===== config.mk =====
export PLATFORM = sky130hd
export DESIGN_NAME = td4_prog_loader
export DESIGN_NICKNAME = d
export VERILOG_FILES = /design/src/rtl/td4_prog_loader.sv
export SDC_FILE = /design/constraint.sdc
export NUM_CORES = 1
export LEC_CHECK = 0
export CAP_MARGIN = 20
export CORE_MARGIN = 2
export CORE_UTILIZATION = 40
export CTS_CLUSTER_SIZE = 20
export DETAILED_ROUTE_END_ITERATION = 10
export GPL_TIMING_DRIVEN = 0
export SYNTH_ARGS = -nofsm -noshare
export SYNTH_HDL_FRONTEND = slang
export SYNTH_SLANG_ARGS = --single-unit

===== constraint.sdc =====
create_clock -name clk -period 3.1 [get_ports clk]
set_input_delay 0.62 -clock clk [delete_from_list [all_inputs] [get_ports clk]]
set_output_delay 0.62 -clock clk [all_outputs]
set_load 0.02 [all_outputs]

===== src/rtl/td4_prog_loader.sv =====
// -----------------------------------------------------------------------------
// td4_prog_loader
// Program loader and instruction store for the TD4 core. A framed byte stream
// arrives over a valid/ready interface and is written into a 16x8 store. The
// core is held in reset until a complete image has been committed.
//
// Frame: SYNC_BYTE, COUNT (1..16), COUNT data bytes[, CSUM]
//
// Build option:
//   TD4_LOADER_CSUM_EN  defined   -> frame ends with a CSUM byte (mod-256 sum
//                                    of the data bytes); a mismatch rejects it.
//                       undefined -> no CSUM byte; commit follows the last
//                                    data byte, only a bad COUNT sets err.
//
// Ports:
//   clk         system clock
//   reset       synchronous, active-high reset
//   in_data     stream byte
//   in_valid    in_data valid this cycle
//   in_ready    loader accepts in_data this cycle (low only while committing)
//   cpu_addr    core program counter; only the low ADDR_W bits index the store
//   cpu_data    instruction at cpu_addr (combinational read)
//   cpu_hold    registered reset for the core; 1 = core held
//   busy        frame reception in progress
//   err         last frame rejected; sticky until the next valid COUNT
//   loaded_len  word count of the last committed image (0..16)
// -----------------------------------------------------------------------------
module td4_prog_loader #(
   parameter int                DEPTH     = 16,
   parameter int                ADDR_W    = 4,
   parameter int                DATA_W    = 8,
   parameter logic [DATA_W-1:0] SYNC_BYTE = 8'hA5
) (
   input  logic              clk,
   input  logic              reset,
   input  logic [DATA_W-1:0] in_data,
   input  logic              in_valid,
   output logic              in_ready,
   input  logic [15:0]       cpu_addr,
   output logic [DATA_W-1:0] cpu_data,
   output logic              cpu_hold,
   output logic              busy,
   output logic              err,
   output logic [ADDR_W:0]   loaded_len
);

   localparam int CNT_W = ADDR_W + 1;

   typedef enum logic [2:0] {
      S_IDLE,
      S_CNT,
      S_DATA,
`ifdef TD4_LOADER_CSUM_EN
      S_CSUM,
`endif
      S_COMMIT,
      S_RUN,
      S_ERR
   } state_t;

   state_t            state_q, state_d;
   logic [DATA_W-1:0] store [DEPTH];
   logic [CNT_W-1:0]  ptr_q;
   logic [CNT_W-1:0]  cnt_q;
`ifdef TD4_LOADER_CSUM_EN
   logic [DATA_W-1:0] sum_q;
`endif

   logic xfer, is_sync, count_ok, last_data;
   logic clear_store, write_store, load_cnt, err_set, err_clr, commit;

   // Upper program-counter bits are deliberately ignored: the address wraps.
   logic unused_addr;
   assign unused_addr = ^cpu_addr[15:ADDR_W];

   assign in_ready  = (state_q != S_COMMIT);
   assign xfer      = in_valid && in_ready;
   assign is_sync   = (in_data == SYNC_BYTE);
   assign count_ok  = (in_data != '0) && (in_data <= DATA_W'(DEPTH));
   assign last_data = (ptr_q == cnt_q - CNT_W'(1));

   // Old contents remain visible during a same-cycle write; new data after the edge.
   assign cpu_data = store[cpu_addr[ADDR_W-1:0]];

   always_comb begin
      busy = (state_q == S_CNT) || (state_q == S_DATA) || (state_q == S_COMMIT);
`ifdef TD4_LOADER_CSUM_EN
      if (state_q == S_CSUM) busy = 1'b1;
`endif
   end

   always_comb begin
      // NOTE: every output of this block gets a default first so no latch is inferred.
      state_d     = state_q;
      clear_store = 1'b0;
      write_store = 1'b0;
      load_cnt    = 1'b0;
      err_set     = 1'b0;
      err_clr     = 1'b0;
      commit      = 1'b0;
      case (state_q)
         S_IDLE, S_RUN, S_ERR: begin
            if (xfer && is_sync) state_d = S_CNT;
         end
         S_CNT: begin
            if (xfer) begin
               if (count_ok) begin
                  clear_store = 1'b1;
                  load_cnt    = 1'b1;
                  err_clr     = 1'b1;
                  state_d     = S_DATA;
               end else begin
                  err_set = 1'b1;
                  state_d = S_ERR;
               end
            end
         end
         S_DATA: begin
            if (xfer) begin
               write_store = 1'b1;
`ifdef TD4_LOADER_CSUM_EN
               if (last_data) state_d = S_CSUM;
`else
               if (last_data) state_d = S_COMMIT;
`endif
            end
         end
`ifdef TD4_LOADER_CSUM_EN
         S_CSUM: begin
            if (xfer) begin
               if (in_data == sum_q) begin
                  state_d = S_COMMIT;
               end else begin
                  err_set = 1'b1;
                  state_d = S_ERR;
               end
            end
         end
`endif
         S_COMMIT: begin
            commit  = 1'b1;
            state_d = S_RUN;
         end
         default: state_d = S_IDLE;
      endcase
   end

   // NOTE: sequential state uses non-blocking assignments so every register
   // samples pre-edge values regardless of statement order.
   always_ff @(posedge clk) begin
      if (reset) begin
         state_q    <= S_IDLE;
         ptr_q      <= '0;
         cnt_q      <= '0;
         err        <= 1'b0;
         loaded_len <= '0;
         cpu_hold   <= 1'b1;
`ifdef TD4_LOADER_CSUM_EN
         sum_q      <= '0;
`endif
         // NOTE: the store is reset explicitly because the core may fetch it
         // after reset and must see 8'h00, so it maps to flops, not a RAM macro.
         for (int i = 0; i < DEPTH; i++) store[i] <= '0;
      end else begin
         state_q <= state_d;
         // The core runs only while the FSM is (about to be) in RUN.
         cpu_hold <= (state_d != S_RUN);

         for (int i = 0; i < DEPTH; i++) begin
            if (clear_store)
               store[i] <= '0;
            else if (write_store && (ptr_q[ADDR_W-1:0] == ADDR_W'(i)))
               store[i] <= in_data;
         end

         if (load_cnt) begin
            ptr_q <= '0;
            cnt_q <= in_data[CNT_W-1:0];
         end else if (write_store) begin
            ptr_q <= ptr_q + CNT_W'(1);
         end

`ifdef TD4_LOADER_CSUM_EN
         if (load_cnt)
            sum_q <= '0;
         else if (write_store)
            sum_q <= sum_q + in_data;
`endif

         if (err_set)
            err <= 1'b1;
         else if (err_clr)
            err <= 1'b0;

         if (commit) loaded_len <= cnt_q;
      end
   end

endmodule

== After elaboration in Yosys (flattened, before gate mapping) ==
Memory sizes are Yosys's and may differ from the RTL's.
Index checks and enable logic that the tools add are counted.

* Register bits: 20
* Memory bits (writable): 128
* Input bits: 27
* Output and inout port bits: 17
* Memories kept: 1

* $add $sub $neg: 2
* Magnitude comparators: 1
* Equal/unequal tests: 24
* Muxes and demuxes: 118
* Bitwise gates (word level): 32
* Reductions and logical operators: 27

{| class="wikitable"
|+ Memory list
! name !! depth !! width !! read ports !! clocked after memory_dff !! wr ports !! RTL line !! RTL
|-
| store || 16 || 8 || 1 || 0 || 16 || 62 || <nowiki>logic [DATA_W-1:0] store [DEPTH];</nowiki>
|}

{| class="wikitable"
|+ Operators with widths
! kind !! number
|-
| $mux 8 || 32
|-
| $mux 1 || 80
|-
| $eq 4x4->1 const B || 8
|-
| $or 1x1->1 || 32
|-
| $logic_and 1x1->1 || 19
|-
| $eq 4x3->1 const B || 4
|-
| $mux 3 || 5
|-
| $pmux 3 s4 || 1
|-
| $eq 4x2->1 const B || 2
|-
| $eq 8x8->1 const B || 1
|-
| $le 8x5->1 const B || 1
|-
| $reduce_bool 8->1 || 1
|-
| $eq 3x2->1 const B || 2
|-
| $eq 3x3->1 const B || 2
|-
| $add 5x1->5 const B || 1
|-
| $eq 5x5->1 || 1
|-
| $sub 5x1->5 const B || 1
|-
| $eq 4x1->1 const B || 1
|-
| $logic_not 4->1 || 1
|-
| $eq 3x1->1 const B || 1
|-
| $logic_not 3->1 || 1
|-
| $ne 3x2->1 const B || 1
|-
| $ne 3x3->1 const B || 1
|-
| $reduce_or 3->1 || 1
|-
| 3 further kinds || 4
|}

== Depth between registers and ports, before layout ==
Gate-level depths: netlist (run 1).

* Depth in word-level cells: 10
* Depth in mapped cells: 8
* Mapped depth without buffers: 7

== Worst setup path after synthesis (run 1) ==
Ideal clock, no wire load.

* Kind: input to output
* Start: input port cpu_addr[0]
* End: output port cpu_data[0]
* Data arrival time: 2.203 ns
* Required time: 2.480 ns
* Slack: 0.277 ns
* Stages: 4
* Path buffers: 2
* Cells stage by stage: clkbuf_1 buf_2 mux4_2 mux4_2

* Cells in the longest elaborated chain, start to end: 1

{| class="wikitable"
|+ RTL lines
! element !! RTL line !! RTL
|-
| start, declared || 39 || <nowiki>input logic [15:0] cpu_addr,</nowiki>
|-
| $mem_v2 16x8 || -- ||
|-
| end, declared || 40 || <nowiki>output logic [DATA_W-1:0] cpu_data,</nowiki>
|}

No other way between the ends.

== Worst setup path after layout (run 1) ==
* Start: input port cpu_addr[1]
* End: output port cpu_data[5]

The elaborated chain is that of the path after synthesis.

==> results of run 1 <==
[Yosys cell counts, types with 4 or more instances]
cell / count / area [µm²]
ha_1: 5 / 62.56
clkbuf_1: 18 / 67.56
buf_2: 14 / 70.07
inv_1: 6 / 22.52
and2_1: 128 / 800.8
edfxtp_1: 128 / 3844
a21oi_1: 10 / 50.05
nor2_1: 30 / 112.6
nor3_1: 6 / 30.03
xnor2_1: 7 / 61.31
dfxtp_1: 20 / 400.4
nand2b_1: 10 / 62.56
mux4_2: 40 / 900.9
and4b_1: 8 / 80.08
nand3b_1: 4 / 30.03
mux2i_1: 6 / 60.06
nand2_1: 29 / 108.9
[sequential cells by signal (all words and copies together) (netlist names)]
register and cells:
cnt_q 5, store 128, state_q 3, cpu_hold 1
err 1, ptr_q 5, loaded_len 5
[cell type report]
type | instances | area share, %
sequential | 148 | 51.24
multi-input combinational | 310 | 31.15
clock buffer | 19 | 5.227
tap | 225 | 3.399
clock inverter | 13 | 3.066
buffer | 37 | 2.900
timing repair buffer | 24 | 2.749
inverter | 6 | 0.2719
[cell usage in the layout (no fill, tap or decap), types with 3 or more instances in the layout]
cell type        instances
xnor2_1                  7
mux4_2                  40
clkbuf_1                16
nand3b_1                 4
clkdlybuf4s50_1         14
buf_2                   11
ha_1                     5
nor3_1                   6
a21oi_1                 10
dfxtp_1                 20
clkinvlp_4               3
mux2i_1                  6
nand2b_1                 9
clkbuf_8                 3
nand4_1                  3
bufinv_16                7
clkbuf_16               17
dlygate4sd2_1            8
and2_1                 128
and4b_1                  8
nor2_1                  30
xor2_1                   3
o21ai_0                  3
nand2_1                 29
edfxtp_1               128
inv_1                    6
[per-stage QoR]
step	setup TNS [ps]	util, %
4_1_cts	0	47.97
2_1_floorplan	0	-
5_1_grt	0	48.05
3_5_place_dp	-13440	43.67
6_report	0	48.05
3_3_place_gp	-12540	43.67
[timing repair]
item,4_1_cts,5_1_grt
setup endpoints to repair,8,3
gates cloned,0,0
gates resized for setup,30,2
[layer usage]
| metal | GRT usage [%] | wire (µm) | part of all wire (%) | vias to the layer above |
|---|---|---|---|---|
| met4 | 10.19 | 667 | 4.0 | 0 |
| met3 | 5.034 | 873 | 5.3 | 43 |
| met2 | 29.87 | 7791 | 47 | 142 |
| met1 | 24.86 | 7160 | 43 | 2103 |
| li1 | - | - | - | 1904 |
| met5 | 0 | 0 | 0 | - |
[path summary, 6_finish.rpt]
check	start	end	slack, ps
max	cpu_addr[1]	cpu_data[5]	20
min	err	err	480
max reg2reg	state_q[1]	store[4][6]	550
min reg2reg	err	err	480
[logic make-up after synthesis]
logic type,Yosys count,share of synthesized area (%)
simple gates,232,19.46
mux,46,13.70
xor+xnor,10,1.249
compound gates,17,1.445
buf+inv,43,2.764
flops,148,60.50
fa+ha+maj,5,0.8917
[where the power goes]
part / internal [mW] / switching [mW]
registers: 2.22 / 0.0180
clock network: 1.59 / 0.815
logic: 0.124 / 0.176
total: 3.94 / 1.01
[worst register-to-register path, delay by kind of cell (launching register included)]
family / cells / cell delay [ps]
AND/OR/NAND/NOR: 5 / 1280
flip-flops: 1 / 300
buffers and inverters: 3 / 590
==> impl_metrics.tcl, run 1 <==
set metrics [dict create \
    crit_fanout 10 \
    area_growth_pct 18.07 \
    endpoint_kind "primary output" \
    slew_headroom_pct 28.45 \
    cts_buffers 17 \
    nets 576 \
    wirelength_um 16490 \
    crit_arrival_ps 2460 \
    synthFlopType "edfxtp_1" \
    wl_per_cell_um 21.09 \
    r2r_cells 8 \
    slew_viol_final 0 \
    rows 48 \
    grt_pass1_wl_um 25350 \
    pre_cts_ws_ps -884.1 \
    multi_input_area_um2 2580 \
    cellPowerDensity_nw_per_um2 597.1 \
    fmax_mhz 324.8 \
    synthArstFlopShare_pct 0 \
    firstDrtPassIters 7 \
    num_vias 4192 \
    max_cap_viol_count 0 \
    ctsHoldBuffers 0 \
    critPathTopFamily "buffers and inverters" \
    hold_viol 0 \
    clock_sinks 148 \
    setup_viol 0 \
    drc 0 \
    holdPathStages 2 \
    synth-edff-count 128 \
    timing.final.ws_setup_ps 21.64 \
    die_x_um 136.4 \
    dp_hpwl_um 11480 \
    synth-warning-count 0 \
    period_needed_ps 3078 \
    finalPower_mw 4.946 \
    fin_cells 782 \
    crit_path_cell_trace "clkdlybuf4s15_1 > clkbuf_8 > mux4_2 > mux4_2 > dlygate4sd2_1" \
    seqCellArea_um2 4244 \
    antenna_cells 0 \
    cts_root_buf "clkbuf_16" \
    clk_path_buf_depth 2 \
    synthCells 501 \
    status "finished, final reports clean" \
    start_util_pct 40.70 \
    tightest_slew_ps 1065 \
    antenna_found_initial 0 \
    drtAntennaViolNets 0 \
    path_buf_inv 3 \
    fin_hold_ws_ps 480.5 \
    ys_seq_area_share_pct 60.50 \
    peakVddDrop_v 0.0004006 \
    gp_congestion 0.8313 \
    postCtsSetupBuffers 0 \
    postLayoutCellArea_um2 8283 \
    p_leak_nw 3.025 \
    drtIter0Drc 338 \
    grt_overflow 0 \
    drt-vias-per-instance 5.361 \
    numPortBuffers 23 \
    synthDistinctLibCells 39 \
    rsz0062_at_grt "false" \
    h-tree-depth 4 \
    hold_path_class "reg2reg" \
    cp_common_cell "mux4_2" \
    nFillCells 1497 \
    clkTransAtPathRegs_ps 60 \
    syn_nets 533 \
    ys_ff_latch 148 \
    layout-drive-gt1-share_pct 17.59 \
    dp.cells 749 \
    period_share_pct 99.30 \
    required_ps 2480 \
    grt_pass1_vias 4232 \
    die-area_um2 18610 \
    place_area_um2 7527 \
    grt_max_degree 17 \
    cts_tree "built" \
    io_pins 44 \
    netlist_area_um2 7015 \
    core_area_um2 17240 \
    cpMaxStageDelayCell "mux4_2" \
    path_depth 5 \
    syn_avg_cell_area_um2 14.00 \
    clock_latency_ps 430 \
    max_stage_delay_ps 500 \
    grt_util_all_layers_pct 19.26 \
    crit_type "in2out" \
    setup.worst_path.start_class "input port" \
    die_y_um 136.4 \
    clock-skew-final_ps 5.853 \
]
No activity file was read; power rests on OpenSTA's default activity.
==> run 2: changes to the inputs <==
--- a/config.mk
+++ b/config.mk
@@ -5,11 +5,14 @@
 export SDC_FILE = /design/constraint.sdc
 export NUM_CORES = 1
 export LEC_CHECK = 0
+export ABC_AREA = 1
+export ABC_CLOCK_PERIOD_IN_PS = 3100
 export CAP_MARGIN = 20
 export CORE_MARGIN = 2
 export CORE_UTILIZATION = 40
 export CTS_CLUSTER_SIZE = 20
 export DETAILED_ROUTE_END_ITERATION = 10
+export GPL_ROUTABILITY_DRIVEN = 1
 export GPL_TIMING_DRIVEN = 0
 export SYNTH_ARGS = -nofsm -noshare
 export SYNTH_HDL_FRONTEND = slang
==> impl_metrics.tcl, run 2 <==
set metrics [dict create \
    status "finished, violations left" \
    violations "negative setup slack" \
    synthDistinctLibCells 26 \
    area_growth_pct 16.51 \
    syn_avg_cell_area_um2 9.570 \
    die_y_um 135.5 \
    crit_path_end "cpu_data[6]" \
    multi_input_area_um2 2375 \
    r2r_cells 5 \
    ys_ff_latch 148 \
    endpoint_kind "primary output" \
    max_flop_register "store" \
    drtIter0Drc 547 \
    tightest_slew_ps 780.4 \
    grt_overflow 0 \
    numPortBuffers 27 \
    final_common_cell "nor2_1" \
    cts_tree "built" \
    die-area_um2 18370 \
    timing.final.ws_setup_ps -29.42 \
    yosysMostFrequentCell "nor2_1" \
    hold_viol 0 \
    drt-vias-per-instance 5.415 \
    dp_hpwl_um 13700 \
    synth-warning-count 0 \
    grt_max_degree 17 \
    cp_common_cell "buf_2" \
    clkTransAtPathRegs_ps 50 \
    p_leak_nw 3.165 \
    seqCellArea_um2 4244 \
    fmax_mhz 319.5 \
    setup_viol 1 \
    netlist.top_cell.by_area "edfxtp_1" \
    antenna_found_initial 0 \
    synthArstFlopShare_pct 0 \
    rows 48 \
    crit_type "in2out" \
    syn_nets 755 \
    clock_latency_ps 430 \
    synth_top_area_share_pct 55.55 \
    layout-drive-gt1-share_pct 8.940 \
    timing.rr.end "store[2][5]" \
    drtAntennaViolNets 0 \
    required_ps 2480 \
    cpMaxStageDelayCell "clkdlybuf4s50_1" \
    die_x_um 135.5 \
    max_stage_delay_ps 610 \
    crit_fanout 10 \
    gp_congestion 1.064 \
    crit_arrival_ps 2510 \
    path_buf_inv 4 \
    h-tree-depth 4 \
    max_cap_viol_count 0 \
    synth-edff-count 128 \
    nFillCells 1574 \
    crit_start "cpu_addr[0]" \
    rsz0062_at_grt "true" \
    hold_path_class "reg2reg" \
    cts_buffers 17 \
    clock_sinks 148 \
    grt_pass1_vias 5291 \
    grt_pass1_wl_um 29850 \
    period_share_pct 100.9 \
    core_area_um2 17120 \
    cellPowerDensity_nw_per_um2 553.4 \
    wirelength_um 19060 \
    drc 0 \
    antenna_cells 0 \
    clk_path_buf_depth 2 \
    cts_root_buf "clkbuf_16" \
    ff2ff_setup_slack_ps 860 \
    setup.worst_path.start_class "input port" \
    path_depth 8 \
    netlist_area_um2 6919 \
    critPathTopFamily "buffers and inverters" \
    synth.top_cells.by_count "nor2_1, edfxtp_1, o21ai_0, nand2_1, o211ai_1" \
    finalPower_mw 4.461 \
    crit_path_cell_trace "buf_2 > inv_4 > buf_2 > nor2_1 > o211ai_1 > nand3_1 > nand2_1 > clkdlybuf4s50_1" \
    grt_util_all_layers_pct 21.97 \
    rr_startpoint "state_q[1]" \
    peakVddDrop_v 0.0003618 \
    num_vias 5458 \
    slew_viol_final 0 \
    nets 802 \
    final_cell_mix "nor2_1, edfxtp_1, o21ai_0, nand2_1, o211ai_1" \
    synthCells 723 \
    fin_hold_ws_ps 476.1 \
    clock-skew-final_ps 6.530 \
    firstDrtPassIters 8 \
    slew_headroom_pct 47.98 \
    period_needed_ps 3129 \
    largest_reg_flops 128 \
    synthFlopType "edfxtp_1" \
    start_util_pct 40.42 \
    io_pins 44 \
    ys_seq_area_share_pct 61.34 \
    wl_per_cell_um 18.91 \
    synthTopCellsByArea "edfxtp_1, nor2_1, o21ai_0, dfxtp_1, nand2_1" \
]
==> run 2: final cells by class <==
class,instances,share of cell area (%)
well taps,225,3.492
clock buffers,27,6.379
inverters,38,1.800
multi-input cells,499,29.46
plain buffers,38,2.359
repair buffers,28,3.539
clock inverters,5,0.3259
flip-flops and latches,148,52.65
==> run 2: how the worst min path moves through the flow <==
stage / cells after the start / slack (ps) / start / endpoint
after detailed placement: 2 / 470 / ptr_q[4] / ptr_q[4]
after global routing: 2 / 520 / ptr_q[4] / ptr_q[4]
final: 2 / 480 / ptr_q[4] / ptr_q[4]
after global placement: 2 / 470 / ptr_q[4] / ptr_q[4]
after CTS: 2 / 480 / ptr_q[4] / ptr_q[4]
after floorplan: 2 / 450 / ptr_q[4] / ptr_q[4]
==> run 2: what timing repair did <==
item / CTS / global route
hold buffers: 0 / 0
gates resized for setup: 21 / 6
setup endpoints to repair: 8 / 6
setup buffers: 0 / 0
pin swaps: 4 / 1
==> run 2: stage by stage <==
stage	std cells	setup TNS [ps]	utilization, %	setup WS (ps)	area, µm²
floorplan	723	0	-	848.5	6919
global placement	975	-1576	43.65	-214.7	7471
detailed placement	975	-1683	43.65	-252.8	7471
CTS	1007	0	47.00	1.943	8044
global route	1008	-88.48	47.10	-88.48	8061
finish	1008	-29.42	47.10	-29.42	8061
==> run 2: power by group <==
group / internal [mW] / leakage, nW / switching (mW)
logic: 0.0945 / 1.43 / 0.249
clock network: 1.13 / 0.264 / 0.757
registers: 2.22 / 1.48 / 0.0175
total: 3.44 / 3.16 / 1.02
==> run 2: cell families after synthesis <==
family / Yosys count / synth area share (%)
buffers and inverters: 76 / 4.340
AOI/OAI and AO/OA: 133 / 10.81
xor gates and xnor gates: 2 / 0.2532
DFF: 148 / 61.34
adders and majority gates: 5 / 0.9042
and+or+nand+nor: 359 / 22.35
==> run 2: worst min-delay path, stage by stage, from the launching register on <==
cell and delay (ps):
dfxtp_1 320, nand2_1 60, a21oi_1 50
==> run 2: per-layer routing <==
layer | track usage [%] | part of all wire (%)
met4 | 9.375 | 3.2
met2 | 36.13 | 47
met5 | 0 | 0
met3 | 3.853 | 7.4
met1 | 28.77 | 42
==> run 3: changes to the inputs <==
--- a/config.mk
+++ b/config.mk
@@ -5,7 +5,6 @@
 export SDC_FILE = /design/constraint.sdc
 export NUM_CORES = 1
 export LEC_CHECK = 0
-export ABC_AREA = 1
 export ABC_CLOCK_PERIOD_IN_PS = 3100
 export CAP_MARGIN = 20
 export CORE_MARGIN = 2
==> results of run 3 <==
Same layout as run 1: the final DEF is identical, and so are final timing and power.
